$ cat src/rtl/tsmap_port_arbiter.sv
// tsmap_port_arbiter
//   Shares the single-port tsmap SRAM between the CPU load filter, the DMA
//   revocation checker and the allocator. Grants are combinational in the
//   request cycle and at most one is given per cycle. A response register
//   returns 1-cycle read data (or a write acknowledge) to the winner in the
//   following cycle.
//
//   Optional feature: define TSMAP_SNOOP_EN to broadcast every completed
//   in-range access on the snoop bus. Without it the snoop outputs are 0.
//
// Ports
//   clk_i, rst_i               clock, synchronous active-high reset
//   cpu_req_i/addr_i           CPU read request
//   cpu_gnt_o/rvalid_o/rdata_o CPU grant and response
//   dma_*                      DMA read port (same roles as CPU)
//   dma_occupied_o             DMA request pending but not granted
//   alc_req_i/we_i/addr_i/wdata_i  allocator request (read or write)
//   alc_gnt_o/rvalid_o/rdata_o allocator grant and response/write ack
//   mem_cs_o/we_o/addr_o/wdata_o, mem_rdata_i  SRAM port
//   range_err_o                response belongs to an out-of-range access
//   snoop_cs_o/addr_o/rdata_o  completed in-range access broadcast
module tsmap_port_arbiter #(
  parameter int unsigned AddrWidth = 16,
  parameter int unsigned TSMapSize = 2048,
  parameter int unsigned MaxWait   = 8
) (
  input  logic                 clk_i,
  input  logic                 rst_i,

  input  logic                 cpu_req_i,
  input  logic [AddrWidth-1:0] cpu_addr_i,
  output logic                 cpu_gnt_o,
  output logic                 cpu_rvalid_o,
  output logic [31:0]          cpu_rdata_o,

  input  logic                 dma_req_i,
  input  logic [AddrWidth-1:0] dma_addr_i,
  output logic                 dma_gnt_o,
  output logic                 dma_rvalid_o,
  output logic [31:0]          dma_rdata_o,
  output logic                 dma_occupied_o,

  input  logic                 alc_req_i,
  input  logic                 alc_we_i,
  input  logic [AddrWidth-1:0] alc_addr_i,
  input  logic [31:0]          alc_wdata_i,
  output logic                 alc_gnt_o,
  output logic                 alc_rvalid_o,
  output logic [31:0]          alc_rdata_o,

  output logic                 mem_cs_o,
  output logic                 mem_we_o,
  output logic [AddrWidth-1:0] mem_addr_o,
  output logic [31:0]          mem_wdata_o,
  input  logic [31:0]          mem_rdata_i,

  output logic                 range_err_o,

  output logic                 snoop_cs_o,
  output logic [AddrWidth-1:0] snoop_addr_o,
  output logic [31:0]          snoop_rdata_o
);

  localparam int unsigned     CntW   = $clog2(MaxWait + 1);
  localparam logic [CntW-1:0] CntMax = CntW'(MaxWait);

  typedef enum logic [1:0] {
    SrcNone = 2'd0,
    SrcCpu  = 2'd1,
    SrcDma  = 2'd2,
    SrcAlc  = 2'd3
  } src_e;

  logic [CntW-1:0]      dma_wait_q, dma_wait_d;
  logic [CntW-1:0]      alc_wait_q, alc_wait_d;
  logic                 rr_dma_q, rr_dma_d;     // 1: DMA favoured on a tie
  logic                 rsp_valid_q, rsp_valid_d;
  src_e                 rsp_src_q, rsp_src_d;
  logic                 rsp_we_q, rsp_we_d;
  logic                 rsp_err_q, rsp_err_d;

  logic                 dma_starved, alc_starved;
  src_e                 win;
  logic [AddrWidth-1:0] sel_addr;
  logic                 in_range;
  logic                 rsp_live;
  logic [31:0]          rsp_rdata;

  // Request cycle: arbitration and SRAM command
  assign dma_starved = dma_req_i && (dma_wait_q == CntMax);
  assign alc_starved = alc_req_i && (alc_wait_q == CntMax);

  // Reset outranks every request, so nothing is granted while rst_i is high.
  always_comb begin
    win = SrcNone;
    if (rst_i)                            win = SrcNone;
    else if (dma_starved && alc_starved)  win = rr_dma_q ? SrcDma : SrcAlc;
    else if (dma_starved)                 win = SrcDma;
    else if (alc_starved)                 win = SrcAlc;
    else if (cpu_req_i)                   win = SrcCpu;
    else if (dma_req_i && alc_req_i)      win = rr_dma_q ? SrcDma : SrcAlc;
    else if (dma_req_i)                   win = SrcDma;
    else if (alc_req_i)                   win = SrcAlc;
  end

  always_comb begin
    sel_addr = '0;
    case (win)
      SrcCpu:  sel_addr = cpu_addr_i;
      SrcDma:  sel_addr = dma_addr_i;
      SrcAlc:  sel_addr = alc_addr_i;
      default: sel_addr = '0;
    endcase
  end

  assign in_range = (32'(sel_addr) < TSMapSize);

  assign cpu_gnt_o      = (win == SrcCpu);
  assign dma_gnt_o      = (win == SrcDma);
  assign alc_gnt_o      = (win == SrcAlc);
  assign dma_occupied_o = !rst_i && dma_req_i && !dma_gnt_o;

  assign mem_cs_o    = (win != SrcNone) && in_range;
  assign mem_we_o    = mem_cs_o && (win == SrcAlc) && alc_we_i;
  assign mem_addr_o  = mem_cs_o ? sel_addr : '0;
  assign mem_wdata_o = mem_we_o ? alc_wdata_i : '0;

  // Wait counters restart whenever the request is served or withdrawn and
  // stick at MaxWait so a starved requester stays first in line.
  assign dma_wait_d = (!dma_req_i || (win == SrcDma)) ? '0 :
                      (dma_wait_q == CntMax) ? CntMax : dma_wait_q + CntW'(1);
  assign alc_wait_d = (!alc_req_i || (win == SrcAlc)) ? '0 :
                      (alc_wait_q == CntMax) ? CntMax : alc_wait_q + CntW'(1);

  always_comb begin
    rr_dma_d = rr_dma_q;
    if (win == SrcDma)      rr_dma_d = 1'b0;
    else if (win == SrcAlc) rr_dma_d = 1'b1;
  end

  assign rsp_valid_d = (win != SrcNone);
  assign rsp_src_d   = win;
  assign rsp_we_d    = (win == SrcAlc) && alc_we_i;
  assign rsp_err_d   = !in_range;

  always_ff @(posedge clk_i) begin
    if (rst_i) begin
      dma_wait_q  <= '0;
      alc_wait_q  <= '0;
      rr_dma_q    <= 1'b1;
      rsp_valid_q <= 1'b0;
    end else begin
      dma_wait_q  <= dma_wait_d;
      alc_wait_q  <= alc_wait_d;
      rr_dma_q    <= rr_dma_d;
      rsp_valid_q <= rsp_valid_d;
    end
  end

  // Response cycle: payload qualified by rsp_valid_q
`ifdef TSMAP_SNOOP_EN
  logic [AddrWidth-1:0] rsp_addr_q;
  logic [31:0]          rsp_wdata_q;
`endif

  always_ff @(posedge clk_i) begin
    rsp_src_q   <= rsp_src_d;
    rsp_we_q    <= rsp_we_d;
    rsp_err_q   <= rsp_err_d;
`ifdef TSMAP_SNOOP_EN
    rsp_addr_q  <= sel_addr;
    rsp_wdata_q <= alc_wdata_i;
`endif
  end

  // An access caught by reset in its response cycle is dropped silently.
  assign rsp_live  = rsp_valid_q && !rst_i;
  assign rsp_rdata = (rsp_we_q || rsp_err_q) ? '0 : mem_rdata_i;

  assign cpu_rvalid_o = rsp_live && (rsp_src_q == SrcCpu);
  assign dma_rvalid_o = rsp_live && (rsp_src_q == SrcDma);
  assign alc_rvalid_o = rsp_live && (rsp_src_q == SrcAlc);
  assign cpu_rdata_o  = cpu_rvalid_o ? rsp_rdata : '0;
  assign dma_rdata_o  = dma_rvalid_o ? rsp_rdata : '0;
  assign alc_rdata_o  = alc_rvalid_o ? rsp_rdata : '0;
  assign range_err_o  = rsp_live && rsp_err_q;

`ifdef TSMAP_SNOOP_EN
  assign snoop_cs_o    = rsp_live && !rsp_err_q;
  assign snoop_addr_o  = snoop_cs_o ? rsp_addr_q : '0;
  assign snoop_rdata_o = !snoop_cs_o ? '0 :
                         rsp_we_q    ? rsp_wdata_q : mem_rdata_i;
`else
  assign snoop_cs_o    = 1'b0;
  assign snoop_addr_o  = '0;
  assign snoop_rdata_o = '0;
`endif

endmodule

$ cat config.mk
export PLATFORM = sky130hd
export DESIGN_NAME = tsmap_port_arbiter
export DESIGN_NICKNAME = d
export VERILOG_FILES = /design/src/rtl/tsmap_port_arbiter.sv
export SDC_FILE = /design/constraint.sdc
export NUM_CORES = 1
export LEC_CHECK = 0
export BUFFER_PORTS_ARGS = -buffer_cell sky130_fd_sc_hd__buf_2
export CORE_AREA = 2 2 126 128
export CTS_CLUSTER_SIZE = 16
export DETAILED_ROUTE_END_ITERATION = 10
export DIE_AREA = 0 0 128 130
export PLACE_DENSITY = 0.53
export SLEW_MARGIN = 0
export SYNTH_ARGS = -nofsm -noshare
export SYNTH_HDL_FRONTEND = slang
export SYNTH_SLANG_ARGS = --single-unit
$ cat constraint.sdc
create_clock -name clk_i -period 4.9 [get_ports clk_i]
set_input_delay 0.735 -clock clk_i [delete_from_list [all_inputs] [get_ports clk_i]]
set_output_delay 0.735 -clock clk_i [all_outputs]
set_load 0.02 [all_outputs]
=== Yosys cells after proc, flatten, opt, wreduce, memory -nomap -nowiden ===
Cells that the tools add are included.

* $add $sub $neg: 2
* Order comparisons: 1
* Equality and inequality tests: 8
* Mux-type cells: 20
* Reductions and logical operators: 29

{| class="wikitable"
|+ Operator list
! operator !! count
|-
| 2-to-1 mux 32 bit || 5
|-
| one-hot mux 16 bit (3 select lines) || 1
|-
| less-than comparator 16 x 12 -> 1 bit (second input constant) || 1
|-
| 2-to-1 mux 16 bit || 1
|-
| 2-to-1 mux 2 bit || 8
|-
| logical AND 1 bit || 15
|-
| adder 4 x 1 -> 4 bit (second input constant) || 2
|-
| == test 2 bit (second input constant) || 4
|-
| == test 4 bit (second input constant) || 2
|-
| 2-to-1 mux 4 bit || 2
|-
| OR reduction 3 bit || 2
|-
| logical NOT 1 bit || 5
|-
| == test 2 x 1 -> 1 bit (second input constant) || 2
|-
| nonzero test 2 bit || 2
|-
| OR reduction 2 bit || 2
|-
| logical OR 1 bit || 3
|-
| 2-to-1 mux 1 bit || 3
|}

* Bits in registers: 14
* Input port bits: 118
* Output and inout bits: 203
* Word-level logic and storage cells: 69

=== Logic depth before layout (Yosys ltp) ===
Gate-level depths: netlist of run 1.

* Depth after elaboration: 15
* Depth in mapped cells: 8
* Gate-level depth less buffers: 8

=== Worst setup path before layout of run 1 ===
OpenSTA, ideal clock, no wires.

* Path type: input port to output port
* Start: input port cpu_addr_i[14]
* End: output port mem_addr_o[2]
* Arrival: 2.088 ns
* Data required time: 4.165 ns
* Slack: 2.077 ns
* Stages: 6
* Buffers on the path: 1
* Cells stage by stage: or4_1 > nor2_1 > buf_2 > and3_1 > a31oi_1 > o2bb2ai_1

* Cells in the longest elaborated chain, start to end: 4

{| class="wikitable"
|+ RTL lines
! element !! RTL line !! text
|-
| start, declared || 31 || <nowiki>input logic [AddrWidth-1:0] cpu_addr_i,</nowiki>
|-
| one-hot mux 16 bit (3 select lines) || 108 || <nowiki>case (win)</nowiki>
|-
| less-than comparator 16 x 12 -> 1 bit || 116 || <nowiki>assign in_range = (32'(sel_addr) < TSMapSize);</nowiki>
|-
| logical AND 1 bit || 123 || <nowiki>assign mem_cs_o = (win != SrcNone) && in_range;</nowiki>
|-
| 2-to-1 mux 16 bit || 125 || <nowiki>assign mem_addr_o = mem_cs_o ? sel_addr : '0;</nowiki>
|-
| end, declared || 53 || <nowiki>output logic [AddrWidth-1:0] mem_addr_o,</nowiki>
|}

No other way between the ends.

=== Worst setup path after layout of run 1 ===
* Start: input port alc_req_i
* End: output port mem_addr_o[1]

* Cells in the longest elaborated chain, start to end: 13
* Elaborated cells between the ends (all ways): 19
* Those cells by class: order compare (1); eq/ne (3); mux (10); reduce/logical (5)

{| class="wikitable"
|+ RTL lines
! element !! RTL line !! text
|-
| start, declared || 43 || <nowiki>input logic alc_req_i,</nowiki>
|-
| 2-to-1 mux 2 bit || 103 || <nowiki>else if (alc_req_i) win = SrcAlc;</nowiki>
|-
| 2-to-1 mux 2 bit || 102 || <nowiki>else if (dma_req_i) win = SrcDma;</nowiki>
|-
| 2-to-1 mux 2 bit || 101 || <nowiki>else if (dma_req_i && alc_req_i) win = rr_dma_q ? SrcDma : SrcAlc;</nowiki>
|-
| 2-to-1 mux 2 bit || 100 || <nowiki>else if (cpu_req_i) win = SrcCpu;</nowiki>
|-
| 2-to-1 mux 2 bit || 99 || <nowiki>else if (alc_starved) win = SrcAlc;</nowiki>
|-
| 2-to-1 mux 2 bit || 98 || <nowiki>else if (dma_starved) win = SrcDma;</nowiki>
|-
| 2-to-1 mux 2 bit * || 97 || <nowiki>else if (dma_starved && alc_starved) win = rr_dma_q ? SrcDma : SrcAlc;</nowiki>
|-
| 2-to-1 mux 2 bit * || 96 || <nowiki>if (rst_i) win = SrcNone;</nowiki>
|-
| == test 2 bit / == test 2 x 1 -> 1 bit (equally long branches) || 108 ||
|-
| one-hot mux 16 bit (3 select lines) || 108 ||
|-
| less-than comparator 16 x 12 -> 1 bit || 116 ||
|-
| logical AND 1 bit || 123 ||
|-
| 2-to-1 mux 16 bit * || 125 ||
|}

Every way passes the cells marked *; elsewhere a longest branch is shown, timed or not.

==> flow_metrics.tcl, run 1 <==
set metrics [dict create \
    n_antenna_cell 0 \
    clockBufferDepth 2 \
    final_core_util 0.2294 \
    timing.final.ws_setup_ps 1611 \
    ios 321 \
    cts.sinks 14 \
    end_kind "output pin" \
    path_clk_slew_ps 50 \
    synthCells 351 \
    p_sw_mw 0.1659 \
    clk_latency_ps 240 \
    synth_warnings 0 \
    synthFlopType "dfxtp_1" \
    grt_start_max_net_pins 34 \
    die-area_um2 16640 \
    muxShareOfSynthArea 0.004603 \
    place_ws_ps 1584 \
    hp-class "register to register" \
    p_per_area_nw_per_um2 127.2 \
    hold_depth 1 \
    routed_wirelength_um 8331 \
    async_reset_ff_frac 0 \
    place_hpwl_um 6955 \
    synth_top_family_by_area "simple AND/OR/NAND/NOR gates" \
    fin_skew_ps 4.944 \
    required_ps 4160 \
    fmax_mhz 304.0 \
    htree_levels 1 \
    p_comb_frac 0.392 \
    yosys-top-cells-count "nor2_1 (105), buf_4 (55), nand2_1 (35), and2_1 (34), dfxtp_1 (14)" \
    p_int_mw 0.2841 \
    grtUsageTotal 0.08342 \
    p_seq_frac 0.272 \
    grt_overflow 0 \
    leakage_nw 2.234 \
    whs_ps 488.9 \
    rows 46 \
    total_power_mw 0.4500 \
    avgSynthCellArea_um2 6.195 \
    use_met1 0.09134 \
    grt.met2_usage 0.1714 \
    grt_pass1_vias 2344 \
    grt_pass1_wl_um 11500 \
    drive_gt1_frac 0.4677 \
    routedWlPerCell_um 10.48 \
    dr.pass1.iters 4 \
    synthTopCellsByArea "buf_4 (19%), nor2_1 (18%), dfxtp_1 (13%)" \
    finalCritPeriodShare 0.6713 \
    synth_fa_ha_area_frac 0.02301 \
    syn_to_final_growth_pct 62.72 \
    worstPathArrival_ps 2550 \
    met3_usage 0.01189 \
    io_buffers 266 \
    ys_ff_latch 14 \
    yosysSeqAreaShare 0.1289 \
    initial_core_util 0.1410 \
    fin_area_um2 3538 \
    setup_viol 0 \
    fin_crit_ps 3289 \
    viasPerCell 3.681 \
    drc 0 \
    core_um2 15420 \
    synth-simple-area-share 0.4511 \
    detail-route-antenna-nets 0 \
    drv_slew 0 \
    path_class "primary input to output pin" \
    power_frac_clock 0.336 \
    post-cts-setup-buffer-count 0 \
    switching_share 0.3687 \
    synth_xor_xnor_area_share 0.01208 \
    layout.cells.non_filler 795 \
    drt_iter0_markers 54 \
    place_congestion 0.7213 \
    syn-cell-area_um2 2175 \
    cts_hold_buf 0 \
    dp_cells 792 \
    final_nets 727 \
    die_h_um 130 \
    cts_tree "done" \
    run_status "completed" \
    yosys.cell_count.top_type "nor2_1" \
    dpl_cell_area_um2 3463 \
    via_count 2926 \
    ff2ff_path_depth 8 \
    cts_root_buf "clkbuf_16" \
    critPathLaunchType "primary input" \
    yosys.area.top_type_share 0.1899 \
    vdd_ir_drop_max_uv 117.3 \
    final-hold-violation-count 0 \
    rsz0062_at_grt "false" \
    crit_fanout 18 \
    worstMarginPinSlew_ps 623.3 \
    fin_tns_setup_ps 0 \
    die_w_um 128 \
    cts_made_buffers 3 \
    antenna_found_initial 0 \
    synth_edf_count 0 \
    synth_top_cell_by_area "buf_4" \
    nFillCells 1780 \
    synth_cell_types 39 \
    synth_compound_area_frac 0.1214 \
    post_cts_resize_count 0 \
    grt.busiest_layer "met2" \
    max_slew_margin 0.5829 \
    drv_cap 0 \
]
-- cell families after synthesis --
group | after synthesis
AOI/OAI and AO/OA | 34
other | 1
and+or+nand+nor | 209
DFF | 14
muxes | 1
buffers and inverters | 85
adders and majority gates | 4
xor gates and xnor gates | 3
-- routing by layer --
layer	part of all wire	vias to the layer above
li1	-	1528
met1	0.40	1240
met2	0.52	152
met3	0.074	6
met4	0.0062	0
met5	0	-
-- power groups by stage --
stage | combinational [mW] | sequential, mW | clock (mW)
finish | 0.176 | 0.123 | 0.151
detailed placement | 0.177 | 0.125 | 0
floorplan | 0.139 | 0.124 | 0
CTS | 0.177 | 0.123 | 0.157
global route | 0.194 | 0.123 | 0.161
global placement | 0.177 | 0.125 | 0
-- state kept, by name (all words and copies together) (netlist names) --
signal and count:
alc_wait_q 4, dma_wait_q 4, rsp_src_q 2, rr_dma_q 1, rsp_err_q 1, rsp_valid_q 1
rsp_we_q 1
-- cell usage in the layout, fill, tap and decap left out, drive strengths merged --
master / instances
a211o: 1
a21boi: 1
a21o: 1
a21oi: 2
a31o: 2
a31oi: 11
and2: 34
and3: 13
and3b: 1
buf: 271
clkbuf: 3
conb: 54
dfxtp: 14
ha: 4
inv: 10
mux2i: 1
nand2: 35
nand2b: 1
nand3: 3
nand3b: 4
nand4b: 2
nor2: 105
nor2b: 2
nor3: 3
nor3b: 2
o21ai: 2
o21bai: 2
o2bb2ai: 11
o31ai: 1
or3b: 1
or4: 3
xnor2: 1
xor2: 2
-- final timing paths --
kind	from	endpoint	slack, ps
setup reg to reg	dma_wait_q[0]	dma_wait_q[2]	2880
setup / recovery	alc_req_i	mem_addr_o[1]	1610
hold / removal	dma_wait_q[0]	dma_wait_q[0]	490
hold reg to reg	dma_wait_q[0]	dma_wait_q[0]	490
-- final cells by class --
class / instances / area, um^2 / share of cell area
sequential: 14 / 280.3 / 0.07921
inverter: 10 / 37.54 / 0.01061
multi-input combinational: 305 / 1536 / 0.4342
clock buffer: 3 / 75.07 / 0.02122
timing repair buffer: 271 / 1369 / 0.3868
tap: 192 / 240.2 / 0.06789
-- worst max-delay path, cell delays in order --
cell,delay [ps]
buf_2,110
nand4b_1,210
a31o_2,420
inv_1,370
and3_4,350
o2bb2ai_1,150
buf_2,200
Note: power is estimated with default switching activity, not from simulation.
==> inputs of run 2 (changes only) <==
CORE_AREA = 2 2 125 127   (was 2 2 126 128)
DIE_AREA = 0 0 127 129   (was 0 0 128 130)
PLACE_DENSITY = 0.55   (was 0.53)
clock period = 2.83 ns   (was 4.9 ns; I/O delays follow)
==> flow_metrics.tcl, run 2 (synthesis gave the netlist of run 1 again) <==
set metrics [dict create \
    drv_slew 0 \
    initial_core_util 0.1452 \
    dp_cells 793 \
    vdd_ir_drop_max_uv 158.8 \
    fin_crit_ps 2624 \
    grt_pass1_vias 2452 \
    critPathLaunchType "register" \
    cts_made_buffers 3 \
    drc 0 \
    timing.final.ws_setup_ps 206.3 \
    n_antenna_cell 0 \
    nFillCells 1678 \
    setup_viol 0 \
    end_kind "output pin" \
    hp-class "primary input to register" \
    layout_common_cells "buf_2 (266), nor2_1 (104), conb_1 (54), nand2_1 (35), and2_1 (34)" \
    drive_gt1_frac 0.4729 \
    whs_ps 411.0 \
    path_class "register to output pin" \
    layout.cells.non_filler 797 \
    die_h_um 129 \
    syn_to_final_growth_pct 64.84 \
    final_nets 732 \
    ios 321 \
    fmax_mhz 381.1 \
    core_um2 14980 \
    grt_pass1_wl_um 12230 \
    reg_top3 "alc_wait_q (4), dma_wait_q (4), rsp_src_q (2)" \
    grt_overflow 0 \
    htree_levels 1 \
    crit_fanout 33 \
    total_power_mw 0.8147 \
    clk_latency_ps 240 \
    cts.sinks 14 \
    run_status "completed" \
    cts_hold_buf 0 \
    post_cts_resize_count 0 \
    fin_tns_setup_ps 0 \
    finalCritPeriodShare 0.9271 \
    io_buffers 266 \
    clockBufferDepth 2 \
    routedWlPerCell_um 10.75 \
    final-hold-violation-count 0 \
    via_count 2939 \
    final_core_util 0.2393 \
    antenna_found_initial 0 \
    drt_iter0_markers 77 \
    rsz0062_at_grt "false" \
    hold_depth 2 \
    post-cts-setup-buffer-count 0 \
    drv_cap 0 \
    dpl_cell_area_um2 3496 \
    die_w_um 127 \
    cts_root_buf "clkbuf_16" \
    rows 45 \
    place_ws_ps 455.8 \
    routed_wirelength_um 8566 \
    worstPathArrival_ps 2200 \
    place_hpwl_um 7178 \
    cts_tree "done" \
    detail-route-antenna-nets 0 \
    p_per_area_nw_per_um2 227.3 \
    fin_area_um2 3585 \
    dr.pass1.iters 4 \
    ff2ff_path_depth 8 \
    fin_skew_ps 5.027 \
    path_clk_slew_ps 50 \
    required_ps 2410 \
    place_congestion 0.8019 \
    die-area_um2 16380 \
    leakage_nw 2.266 \
    final_common_cell "buf_2" \
    grtUsageTotal 0.09047 \
    grt_start_max_net_pins 34 \
    viasPerCell 3.688 \
]
## run 2: cell count changes in the layout (fill, tap and decap cells not counted)
cell / previous run / this run
clkbuf_8: 0 / 1
buf_4: 5 / 10
## run 2: metal layers
layer / share of wire / GRT usage
met4: 0.0050 / 0.01745
met1: 0.40 / 0.1046
met3: 0.070 / 0.01289
met5: 0 / 0
met2: 0.53 / 0.1771
## run 2: layout make-up
type                       count  area [um^2]  share of cell area
timing repair buffer         276         1406              0.3923
sequential                    14        280.3             0.07819
tap                          188        235.2             0.06562
inverter                      10        37.54             0.01047
clock buffer                   4        88.84             0.02478
multi-input combinational    305         1536              0.4286
## run 2: power by group
part	switching (mW)	internal [mW]	total, mW
combinational	0.207	0.105	0.312
clock	0.0773	0.214	0.291
sequential	0.00535	0.207	0.212
total	0.290	0.525	0.815
## run 2: critical path, cell delays in order (launching register included)
cell and delay, ps:
dfxtp_1 360, inv_1 60, ha_1 200, and3b_1 220
a31o_2 280, a21oi_4 130, and3_4 360, and2_1 170
buf_2 160
## run 2: final timing paths
check	from	endpoint	slack, ps
max	dma_wait_q[0]	mem_wdata_o[2]	210
min	alc_we_i	rsp_we_q	410
max reg2reg	dma_wait_q[0]	alc_wait_q[1]	970
min reg2reg	dma_wait_q[0]	dma_wait_q[0]	480
